File: src/rtl/pc_sequencer.sv
// rtl/pc_sequencer.sv - parametrised program-counter sequencer for the fetch stage
//
// Purpose: holds the current fetch address and selects the next one from a
// sequential step, PC-relative branch, absolute jump, trap or halt request.
// All state advances on the falling edge of CLK.
//
// Optional feature macro: BRANCH_DELAY_SLOT_EN. When it is defined, an aligned
// redirect first steps into a delay-slot instruction and loads the target on
// the following non-stalled edge.
//
// Ports:
//   CLK            in   clock, state updates on the falling edge
//   MasterReset_L  in   asynchronous active-low reset
//   Stall          in   hold PC (Trap overrides)
//   BranchTaken    in   PC-relative redirect request
//   BranchOffset   in   signed byte offset added to the current PC
//   Jump           in   absolute redirect request (wins over BranchTaken)
//   JumpTarget     in   absolute redirect target
//   Trap           in   redirect to TRAP_VEC, highest priority
//   Halt           in   enter the halted state
//   PC             out  current fetch address
//   Link           out  PC + STEP, combinational, wraps
//   Valid          out  PC is a fetchable address this cycle
//   Misaligned     out  sticky: a redirect target was not STEP-aligned

module pc_sequencer #(
  parameter int unsigned       WIDTH    = 32,
  parameter int unsigned       STEP     = 4,
  parameter logic [WIDTH-1:0]  RESET_PC = '0,
  parameter logic [WIDTH-1:0]  TRAP_VEC = WIDTH'('h80)
) (
  input  logic             CLK,
  input  logic             MasterReset_L,
  input  logic             Stall,
  input  logic             BranchTaken,
  input  logic [WIDTH-1:0] BranchOffset,
  input  logic             Jump,
  input  logic [WIDTH-1:0] JumpTarget,
  input  logic             Trap,
  input  logic             Halt,
  output logic [WIDTH-1:0] PC,
  output logic [WIDTH-1:0] Link,
  output logic             Valid,
  output logic             Misaligned
);

  // STEP is a power of two, so alignment is a test of the low bits.
  localparam logic [WIDTH-1:0] ALIGN_MASK = WIDTH'(STEP - 1);
  localparam logic [WIDTH-1:0] STEP_W     = WIDTH'(STEP);

`ifdef BRANCH_DELAY_SLOT_EN
  typedef enum logic [1:0] {START, RUN, DELAY, HALTED} state_t;
`else
  typedef enum logic [1:0] {START, RUN, HALTED} state_t;
`endif

  state_t           state, state_nxt;
  logic [WIDTH-1:0] pc, pc_nxt;
  logic             misaligned, misaligned_nxt;
  logic [WIDTH-1:0] redirect_target;
  logic             redirect_req;
  logic             redirect_bad;

`ifdef BRANCH_DELAY_SLOT_EN
  logic [WIDTH-1:0] pending, pending_nxt;
`endif

  // Jump wins over a simultaneous branch; the branch is simply dropped.
  assign redirect_req    = Jump | BranchTaken;
  assign redirect_target = Jump ? JumpTarget : (pc + BranchOffset);
  assign redirect_bad    = |(redirect_target & ALIGN_MASK);

  always_ff @(negedge CLK or negedge MasterReset_L) begin
    if (!MasterReset_L) begin
      state      <= START;
      pc         <= RESET_PC;
      misaligned <= 1'b0;
`ifdef BRANCH_DELAY_SLOT_EN
      pending    <= '0;
`endif
    end else begin
      state      <= state_nxt;
      pc         <= pc_nxt;
      misaligned <= misaligned_nxt;
`ifdef BRANCH_DELAY_SLOT_EN
      pending    <= pending_nxt;
`endif
    end
  end

  always_comb begin
    state_nxt      = state;
    pc_nxt         = pc;
    misaligned_nxt = misaligned;
`ifdef BRANCH_DELAY_SLOT_EN
    pending_nxt    = pending;
`endif
    case (state)
      // RESET_PC is the first fetch: leave START without touching PC.
      START: state_nxt = RUN;

      RUN: begin
        if (Trap) begin
          pc_nxt = TRAP_VEC;
        end else if (Halt) begin
          state_nxt = HALTED;
        end else if (Stall) begin
          pc_nxt = pc;
        end else if (redirect_req) begin
          if (redirect_bad) begin
            // Misaligned targets trap at once, never through a delay slot.
            misaligned_nxt = 1'b1;
            pc_nxt         = TRAP_VEC;
          end else begin
`ifdef BRANCH_DELAY_SLOT_EN
            pc_nxt      = pc + STEP_W;
            pending_nxt = redirect_target;
            state_nxt   = DELAY;
`else
            pc_nxt = redirect_target;
`endif
          end
        end else begin
          pc_nxt = pc + STEP_W;
        end
      end

`ifdef BRANCH_DELAY_SLOT_EN
      // Halt, Jump and Branch are ignored here; a held Halt is seen again
      // once back in RUN, which is what defers it past the target load.
      DELAY: begin
        if (Trap) begin
          pc_nxt    = TRAP_VEC;
          state_nxt = RUN;
        end else if (!Stall) begin
          pc_nxt    = pending;
          state_nxt = RUN;
        end
      end
`endif

      HALTED: begin
        if (Trap) begin
          pc_nxt    = TRAP_VEC;
          state_nxt = RUN;
        end
      end

      default: state_nxt = START;
    endcase
  end

  assign PC         = pc;
  assign Link       = pc + STEP_W;
  assign Misaligned = misaligned;
`ifdef BRANCH_DELAY_SLOT_EN
  assign Valid      = (state == RUN) || (state == DELAY);
`else
  assign Valid      = (state == RUN);
`endif

endmodule

File: config.mk
export PLATFORM = sky130hd
export DESIGN_NAME = pc_sequencer
export DESIGN_NICKNAME = d
export VERILOG_FILES = /design/src/rtl/pc_sequencer.sv
export SDC_FILE = /design/constraint.sdc
export NUM_CORES = 1
export LEC_CHECK = 0
export BUFFER_PORTS_ARGS = -buffer_cell sky130_fd_sc_hd__buf_4
export CORE_MARGIN = 3
export CORE_UTILIZATION = 40
export DETAILED_ROUTE_END_ITERATION = 8
export GPL_TIMING_DRIVEN = 0
export HOLD_SLACK_MARGIN = 0.15
export MAX_ROUTING_LAYER = met4
export PLACE_DENSITY = 0.71
export SYNTH_ARGS = -nofsm -noshare
export SYNTH_HDL_FRONTEND = slang
export SYNTH_SLANG_ARGS = --single-unit
File: constraint.sdc
create_clock -name CLK -period 2.3 [get_ports CLK]
set_clock_uncertainty 0.1 [all_clocks]
set_input_delay 0.23 -clock CLK [delete_from_list [all_inputs] [get_ports CLK]]
set_output_delay 0.23 -clock CLK [all_outputs]
set_load 0.01 [all_outputs]
; ---- Word level (Yosys, flattened, before mapping)
; Index checks and enable logic that the tools add are counted.
; W data, S select, Z words.
[op_classes]
add_sub_neg = 2
eq_ne = 7
mux = 12
bitwise_logic = 4
reduce_logical = 6
[ops]
columns = cell, count
row1 = $mux W32, 7
row2 = $pmux W32 S2, 1
row3 = $add A32 B3 Y32 const B, 1
row4 = $add A32 B32 Y32, 1
row5 = $mux W2, 3
row6 = $ne A2 B2 Y1 const B, 3
row7 = $ne A3 B3 Y1 const B, 2
row8 = $pmux W2 S3, 1
row9 = $reduce_and A6 Y1, 1
row10 = $reduce_and A4 Y1, 1
row11 = $not A1 Y1, 3
row12 = $reduce_and A3 Y1, 1
row13 = $eq A2 B1 Y1 const B, 1
row14 = $eq A2 B2 Y1 const B, 1
row15 = $logic_not A2 Y1, 1
row16 = $reduce_bool A2 Y1, 1
row17 = $reduce_or A2 Y1, 1
row18 = $or A1 B1 Y1, 1
[totals]
ff_bits = 35
input_bits = 71
output_inout_bits = 66

; ---- Longest topological paths before layout
; Gate-level depths: netlist of run 1.
[logic_depth]
depth_word = 9
depth_mapped = 11

==> key figures, run 1 <==
Run status
  • Outcome: finished with violations
  • Violated checks: negative setup slack

CTS
  • Hold Buf Count CTS: 0
  • Clk_lat worst skew: 0.30 ns
  • CTS tree: done
  • Clock sinks: 35
  • Longest Clk Path Bufs: 2
  • CTS H-tree depth: 2
  • Worst-path clk slew: 0.06 ns
  • Clk root buf: clkbuf_8
  • Number of CTS-inserted buffers: 5

Drt
  • Vias: 6105
  • DR iter-0 viols: 548
  • Via/cell ratio: 6.22
  • DRC Markers: 0
  • WL per Instance: about 22 um
  • Post-route ant nets: 0
  • 1st-pass router iterations: 5
  • DRT Wirelength: 21.7 mm

Placement
  • Placed Cells: ~860
  • DPL Wire Length: 13.6 mm
  • Final RePlAce weighted congestion: 0.994
  • Port bufs: 136

Power
  • VDD IR-drop max: 0.378 mV
  • Leak Pwr: 0.00386 uW
  • Pwr per Cell Area: a little under 600 nW/um^2

Global route
  • Vias in the first global route: 5913
  • GR peak layer: met2
  • Met2 Use GR: between 50% and 60%
  • Initial antenna violation count: 0
  • GRT Residual Overflow: 0
  • Met3 usage: 4.35%
  • Pin count of the biggest net entering global routing: 36
  • Total track usage: 32.6%
  • First-pass GRT wire length: roughly 32 mm
  • Met1 usage: 43.6%

Run
  • Max cap viols: 0

Logic synthesis
  • Area contributors post-synth: dfrtn_1 20%, ha_1 10%, a21oi_1 7.2%
  • Cells after synthesis: 592
  • Yosys top cell area share: 19.6%
  • Main synth FF type: dfrtn_1
  • Post-synth ARST share: between 90% and 100%
  • Post-synth EDFFs: 0
  • Synth area leader: dfrtn_1
  • Synth Area in Compound Gates: a little under a third
  • Synth Cell Area: 4460 sq um
  • Register area share after synthesis: a little under 20%
  • Cell variety after synth: 71
  • Syn Area/Cell: 7.53 sq um
  • XOR/XNOR Fraction of Synth Area: between 10 and 15%
  • Synthesis-stage register bit count: 35
  • Yosys warnings: 0
  • Adder-cell share of the synthesized area: 10.6%
  • Largest family of logic cells by synthesized area: compound AO/OA/AOI/OAI gates
  • Simple-gate area share of the yosys netlist: 23.0%
  • Mux cell area share after synthesis: 0.477%
  • Syn_nets: 700

Final layout
  • Commonest non-fill, non-tap cell in the layout: buf_4
  • Area growth syn-to-layout: 85.5%
  • Share of cells above drive strength 1: 53.0%
  • Ant diodes: 0
  • Commonest non-fill, non-tap cells in the layout: 144 x buf_4, 110 x buf_6, 49 x nor2_1
  • Final core utilization: 78.0%
  • Final std cells w/o fill: approximately 980
  • Nets: approximately 950

Floorplan
  • Std cell rows: 37
  • Initial core utilization: between 40% and 50%
  • Die area: 12400 sq um
  • I/O Pins: 137
  • Die Width: 112 um
  • Core area: 10600 sq um
  • Die Span Y: 112 um

STA
  • RSZ-0062 raised after global routing: yes
  • Fin. Hold Viols: 0
  • Worst Slack Setup Final: -1.31 ns
  • Worst-Margin Slew: approximately 0.91 ns
  • Pins Over Slew Limit: 0
  • Relative slew margins: 39.6%
  • Final setup viols: 97

Worst setup path
  • Startpoint types: flip-flop
  • Worst setup EP type: primary output
  • Worst EP arrival: ~3.3 ns
  • CP Max Fanout: 3
  • Worst setup path category: flip-flop to primary output
  • WP data required: 1.97 ns

Min path
  • Worst hold path class: flip-flop to flip-flop
[worst max-delay path: stages, from the launching register on]
cell	delay, ns
dfrtn_1	0.44
buf_6	0.11
and4_4	0.20
and3_4	0.22
nand4_1	0.20
nor2_2	0.18
buf_4	0.15
xor2_4	0.17
buf_4	0.15
[cell families after synthesis]
| family | after synthesis |
|---|---|
| simple gates | 208 |
| compound gates | 207 |
| xor+xnor | 54 |
| buf+inv | 49 |
| fa+ha+maj | 37 |
| flops | 35 |
| mux | 2 |
[path summary, 6_finish.rpt]
kind | startpoint | to | slack [ns] | depth (start not counted)
setup / recovery | PC[19] | Link[27] | -1.31 | 8
hold / removal | Misaligned | Misaligned | 0.41 | 2
setup reg to reg | state[0] | PC[31] | -0.64 | 11
hold reg to reg | Misaligned | Misaligned | 0.41 | 2
max in group asynchronous | MasterReset_L | PC[22] | 0.85 | 1
min in group asynchronous | MasterReset_L | PC[0] | 0.84 | 1
[where the power goes]
| group | internal [uW] | switching [uW] | total (uW) | leakage [uW] |
|---|---|---|---|---|
| Clock | 236 | 267 | 503 | 0.0000470 |
| Sequential | 737 | 111 | 847 | 0.000473 |
| Combinational | 1640 | 1810 | 3450 | 0.00334 |
[metrics by stage]
stage	total power [uW]	hold WS, ns	area (sq um)	setup TNS [ns]	worst slack, ns
after floorplan	2330	0.364	4900	-45.44	-1.03
after global placement	3170	0.320	6100	-74.58	-1.84
after detailed placement	3200	0.323	6100	-74.76	-1.82
after CTS	4390	0.404	7650	-61.53	-1.30
after global routing	5000	0.438	8270	-67.19	-1.38
final	4800	0.406	8270	-63.48	-1.31
[cells in the mapped netlist, types with 3 or more instances]
cell and number:
a21oi_1 64, nor2_1 59, nand2_1 57, o21ai_0 48, ha_1 36, dfrtn_1 35, xnor2_1 29, clkbuf_1 22
xor2_1 22, nand3_1 20, inv_1 17, a21o_1 14, and3_1 12, nor3_1 10, and4_1 9, nand4_1 8
o211ai_1 8, o21ai_1 8, nand2b_1 7, nor2b_1 7, a22oi_1 6, a31oi_1 6, buf_4 6, o21a_1 6
buf_2 4, a221oi_1 3, and2_1 3, o31ai_1 3, or2_2 3, or3_1 3
[state kept, by name (all words and copies together) (netlist names)]
name and count:
Misaligned 1, PC 32, state 2
[what timing repair did]
item                                    4_1_cts  5_1_grt
setup buffers                                79       57
hold endpoints to repair                      0        0
resized for setup                           208      109
pin swaps                                    64       71
gates cloned                                  1        0
endpoints found under the setup margin       97       97
[layout make-up]
class / instances / area, sq um
Multi-Input combinational cell: 508 / 4550
Fill cell: 699 / 2330
Timing Repair Buffer: 253 / 2330
Sequential cell: 35 / 876
Buffer: 26 / 194
Tap cell: 136 / 170
Clock buffer: 6 / 82.6
Inverter: 17 / 66.3
Clock inverter: 1 / 5.00
[routing by layer]
metal / vias up / routed length, um
li1: 2673 / -
met1: 2941 / 8740
met2: 402 / 10100
met3: 89 / 1810
met4: 0 / 1070
met5: - / 0
Power figures use the tool's default switching activity.
==> run 2: changes to the inputs <==
==> constraint.sdc (replaced) <==
create_clock -name CLK -period 2.3 [get_ports CLK]
set_clock_uncertainty 0.1 [all_clocks]
set_input_delay 0.115 -clock CLK [delete_from_list [all_inputs] [get_ports CLK]]
set_output_delay 0.115 -clock CLK [all_outputs]
set_load 0.01 [all_outputs]
==> key figures, run 2 (synthesis results as in run 1) <==
Run status
  • Outcome: finished with violations (unchanged)
  • Violated checks: negative setup slack (unchanged)

Final layout
  • Ant diodes: 0 (unchanged)
  • Commonest non-fill, non-tap cells in the layout: 147 x buf_4, 97 x buf_6, 50 x nor2_1 (was 144 x buf_4, 110 x buf_6, 49 x nor2_1)
  • Final std cells w/o fill: 976 (was 982)
  • Final core utilization: 76.4% (was 78.0%)
  • Post-route cell area: 8100 sq um (was 8270 sq um)
  • Number of flip-flops under the largest register name: 32 (unchanged)
  • Share of cells above drive strength 1: 52.3% (was 53.0%)
  • Area growth syn-to-layout: 81.6% (was 85.5%)
  • Nets: 948 (was 954)
  • Commonest non-fill, non-tap cell in the layout: buf_4 (unchanged)

Global route
  • Pin count of the biggest net entering global routing: 36 (unchanged)
  • Total track usage: 33.2% (was 32.6%)
  • Initial antenna violation count: 0 (unchanged)
  • Vias in the first global route: 5995 (was 5913)
  • First-pass GRT wire length: 32.3 mm (was 31.8 mm)
  • GRT Residual Overflow: 0 (unchanged)

Placement
  • Dpl cell area: 6070 sq um (was 6100 sq um)
  • Placed Cells: 864 (unchanged)
  • Final RePlAce weighted congestion: 1.01 (was 0.994)
  • DPL Wire Length: 13.5 mm (was 13.6 mm)
  • Dpl ws: -1.76 ns (was -1.82 ns)
  • Port bufs: 136 (unchanged)

STA
  • RSZ-0062 raised after global routing: yes (unchanged)
  • Final setup viols: 96 (was 97)
  • Relative slew margins: 44.5% (was 39.6%)
  • Worst-Margin Slew: 0.832 ns (was 0.906 ns)
  • Fin. Hold Viols: 0 (unchanged)
  • Worst Slack Setup Final: -1.24 ns (was -1.31 ns)
  • Pins Over Slew Limit: 0 (unchanged)

Drt
  • Via/cell ratio: 6.24 (was 6.22)
  • Post-route ant nets: 0 (unchanged)
  • Vias: 6093 (was 6105)
  • DRC Markers: 0 (unchanged)
  • 1st-pass router iterations: 5 (unchanged)
  • DRT Wirelength: 21.9 mm (was 21.7 mm)
  • WL per Instance: 22.4 um (was 22.1 um)
  • DR iter-0 viols: 568 (was 548)

Worst setup path
  • RR Startpoint: PC[3] (was state[0])
  • Crit-path max cell delay: 0.47 ns (was 0.44 ns)
  • Crit-path leading delay family: simple AND/OR/NAND/NOR gates (unchanged)
  • Critical Path Source: PC[7] (was PC[19])
  • Worst setup path category: flip-flop to primary output (unchanged)
  • Crit path capture: Link[29] (was Link[27])
  • Worst path slowest cell: dfrtn_1 (unchanged)
  • Worst setup EP type: primary output (unchanged)
  • Buf+Inv Stages, Crit Path: 1 (was 3)
  • Worst path cell trace: and4_4 -> and4_1 -> nand4_1 -> nor2_2 -> and3_4 -> xor2_2 -> buf_4 (was buf_6 -> and4_4 -> and3_4 -> nand4_1 -> nor2_2 -> buf_4 -> xor2_4 -> buf_4)
  • Worst EP arrival: 3.32 ns (was 3.28 ns)
  • R2r worst-path depth: 13 (was 11)
  • Terminus of the critical flop-to-flop path: PC[8] (was PC[31])
  • R2r setup slk: -0.60 ns (was -0.64 ns)
  • Startpoint types: flip-flop (unchanged)
  • WP data required: 2.09 ns (was 1.97 ns)
  • CP Max Fanout: 3 (unchanged)
  • WP depth: 7 (was 8)

Power
  • Overall Power: 4780 uW (was 4800 uW)
  • Pwr per Cell Area: 591 nW/um^2 (was 580 nW/um^2)
  • VDD IR-drop max: 0.460 mV (was 0.378 mV)
  • Leak Pwr: 0.00379 uW (was 0.00386 uW)

Min path
  • Worst hold path class: flip-flop to flip-flop (unchanged)

CTS
  • Clock sinks: 35 (unchanged)
  • Clk root buf: clkbuf_8 (unchanged)
  • Clk_lat worst skew: 0.30 ns (about the same)
  • CTS tree: done (unchanged)
  • CTS H-tree depth: 2 (unchanged)
  • Worst-path clk slew: 0.06 ns (about the same)
  • Hold Buf Count CTS: 0 (unchanged)
  • Longest Clk Path Bufs: 2 (unchanged)
  • Number of CTS-inserted buffers: 5 (unchanged)

Floorplan
  • I/O Pins: 137 (unchanged)
  • Std cell rows: 37 (unchanged)
  • Die Width: 112 um (unchanged)
  • Initial core utilization: 42.1% (unchanged)
  • Core area: 10600 sq um (unchanged)
  • Die area: 12400 sq um (unchanged)
  • Die Span Y: 112 um (unchanged)

Run
  • Max cap viols: 0 (unchanged)
run 2: cell types whose count changed in the layout (fill, tap and decap cells not counted), sizes merged:
| cell | before | now |
|---|---|---|
| buf | 259 | 252 |
| clkbuf | 26 | 27 |
run 2: power by group:
part / switching (uW) / total [uW] / internal [uW] / leakage (uW)
logic: 1780 / 3400 / 1620 / 0.00327
registers: 131 / 868 / 737 / 0.000473
clock network: 275 / 512 / 236 / 0.0000470
total: 2190 / 4780 / 2590 / 0.00379
run 2: how the worst min path moves through the flow:
stage                          start    endpoint  slack, ns  cells past startpoint
final                          PC[2]       PC[2]       0.38                      1
after global routing           PC[2]       PC[2]       0.40                      1
after CTS                 Misaligned  Misaligned       0.33                      1
after detailed placement  Misaligned  Misaligned       0.33                      1
after global placement    Misaligned  Misaligned       0.33                      1
after floorplan           Misaligned  Misaligned       0.36                      1
run 2: cell type report:
cell class | instances | area, sq um
plain buffers | 28 | 213
clock buffers | 6 | 82.6
clock inverters | 1 | 5.00
fillers | 747 | 2500
inverters | 17 | 63.8
multi-input cells | 508 | 4440
flip-flops and latches | 35 | 876
well taps | 136 | 170
repair buffers | 245 | 2250
run 2: what timing repair did:
action                                  in CTS  in global routing
endpoints found under the setup margin      96                 96
endpoints found under the hold margin        0                  0
pin swaps                                   87                 73
gates resized for setup                    190                102
setup buffers                               78                 47
cloned                                       1                  0
run 2: worst register-to-register path, cell delays in order, from the launching register on:
cell and delay [ns]:
dfrtn_1 0.53, buf_6 0.14, buf_6 0.11, ha_4 0.22, o211ai_1 0.26, a21oi_4 0.09, buf_6 0.13, buf_6 0.10
or2_4 0.25, a311o_1 0.26, a31oi_1 0.17, nor3_1 0.08, a21oi_1 0.21, o21ai_1 0.10
run 2: metal layers:
| layer | track usage, % | routed length (um) |
|---|---|---|
| met4 | 13.7 | 1170 |
| met2 | 51.6 | 10100 |
| met5 | - | 0 |
| met1 | 42.9 | 8410 |
| met3 | 5.65 | 2240 |
run 2: metrics by stage:
step,hold slack [ns],TNS [ns]
2_1_floorplan,0.364,-38.59
3_3_place_gp,0.330,-65.81
3_5_place_dp,0.331,-67.42
4_1_cts,0.331,-50.90
5_1_grt,0.401,-57.64
6_report,0.377,-53.69
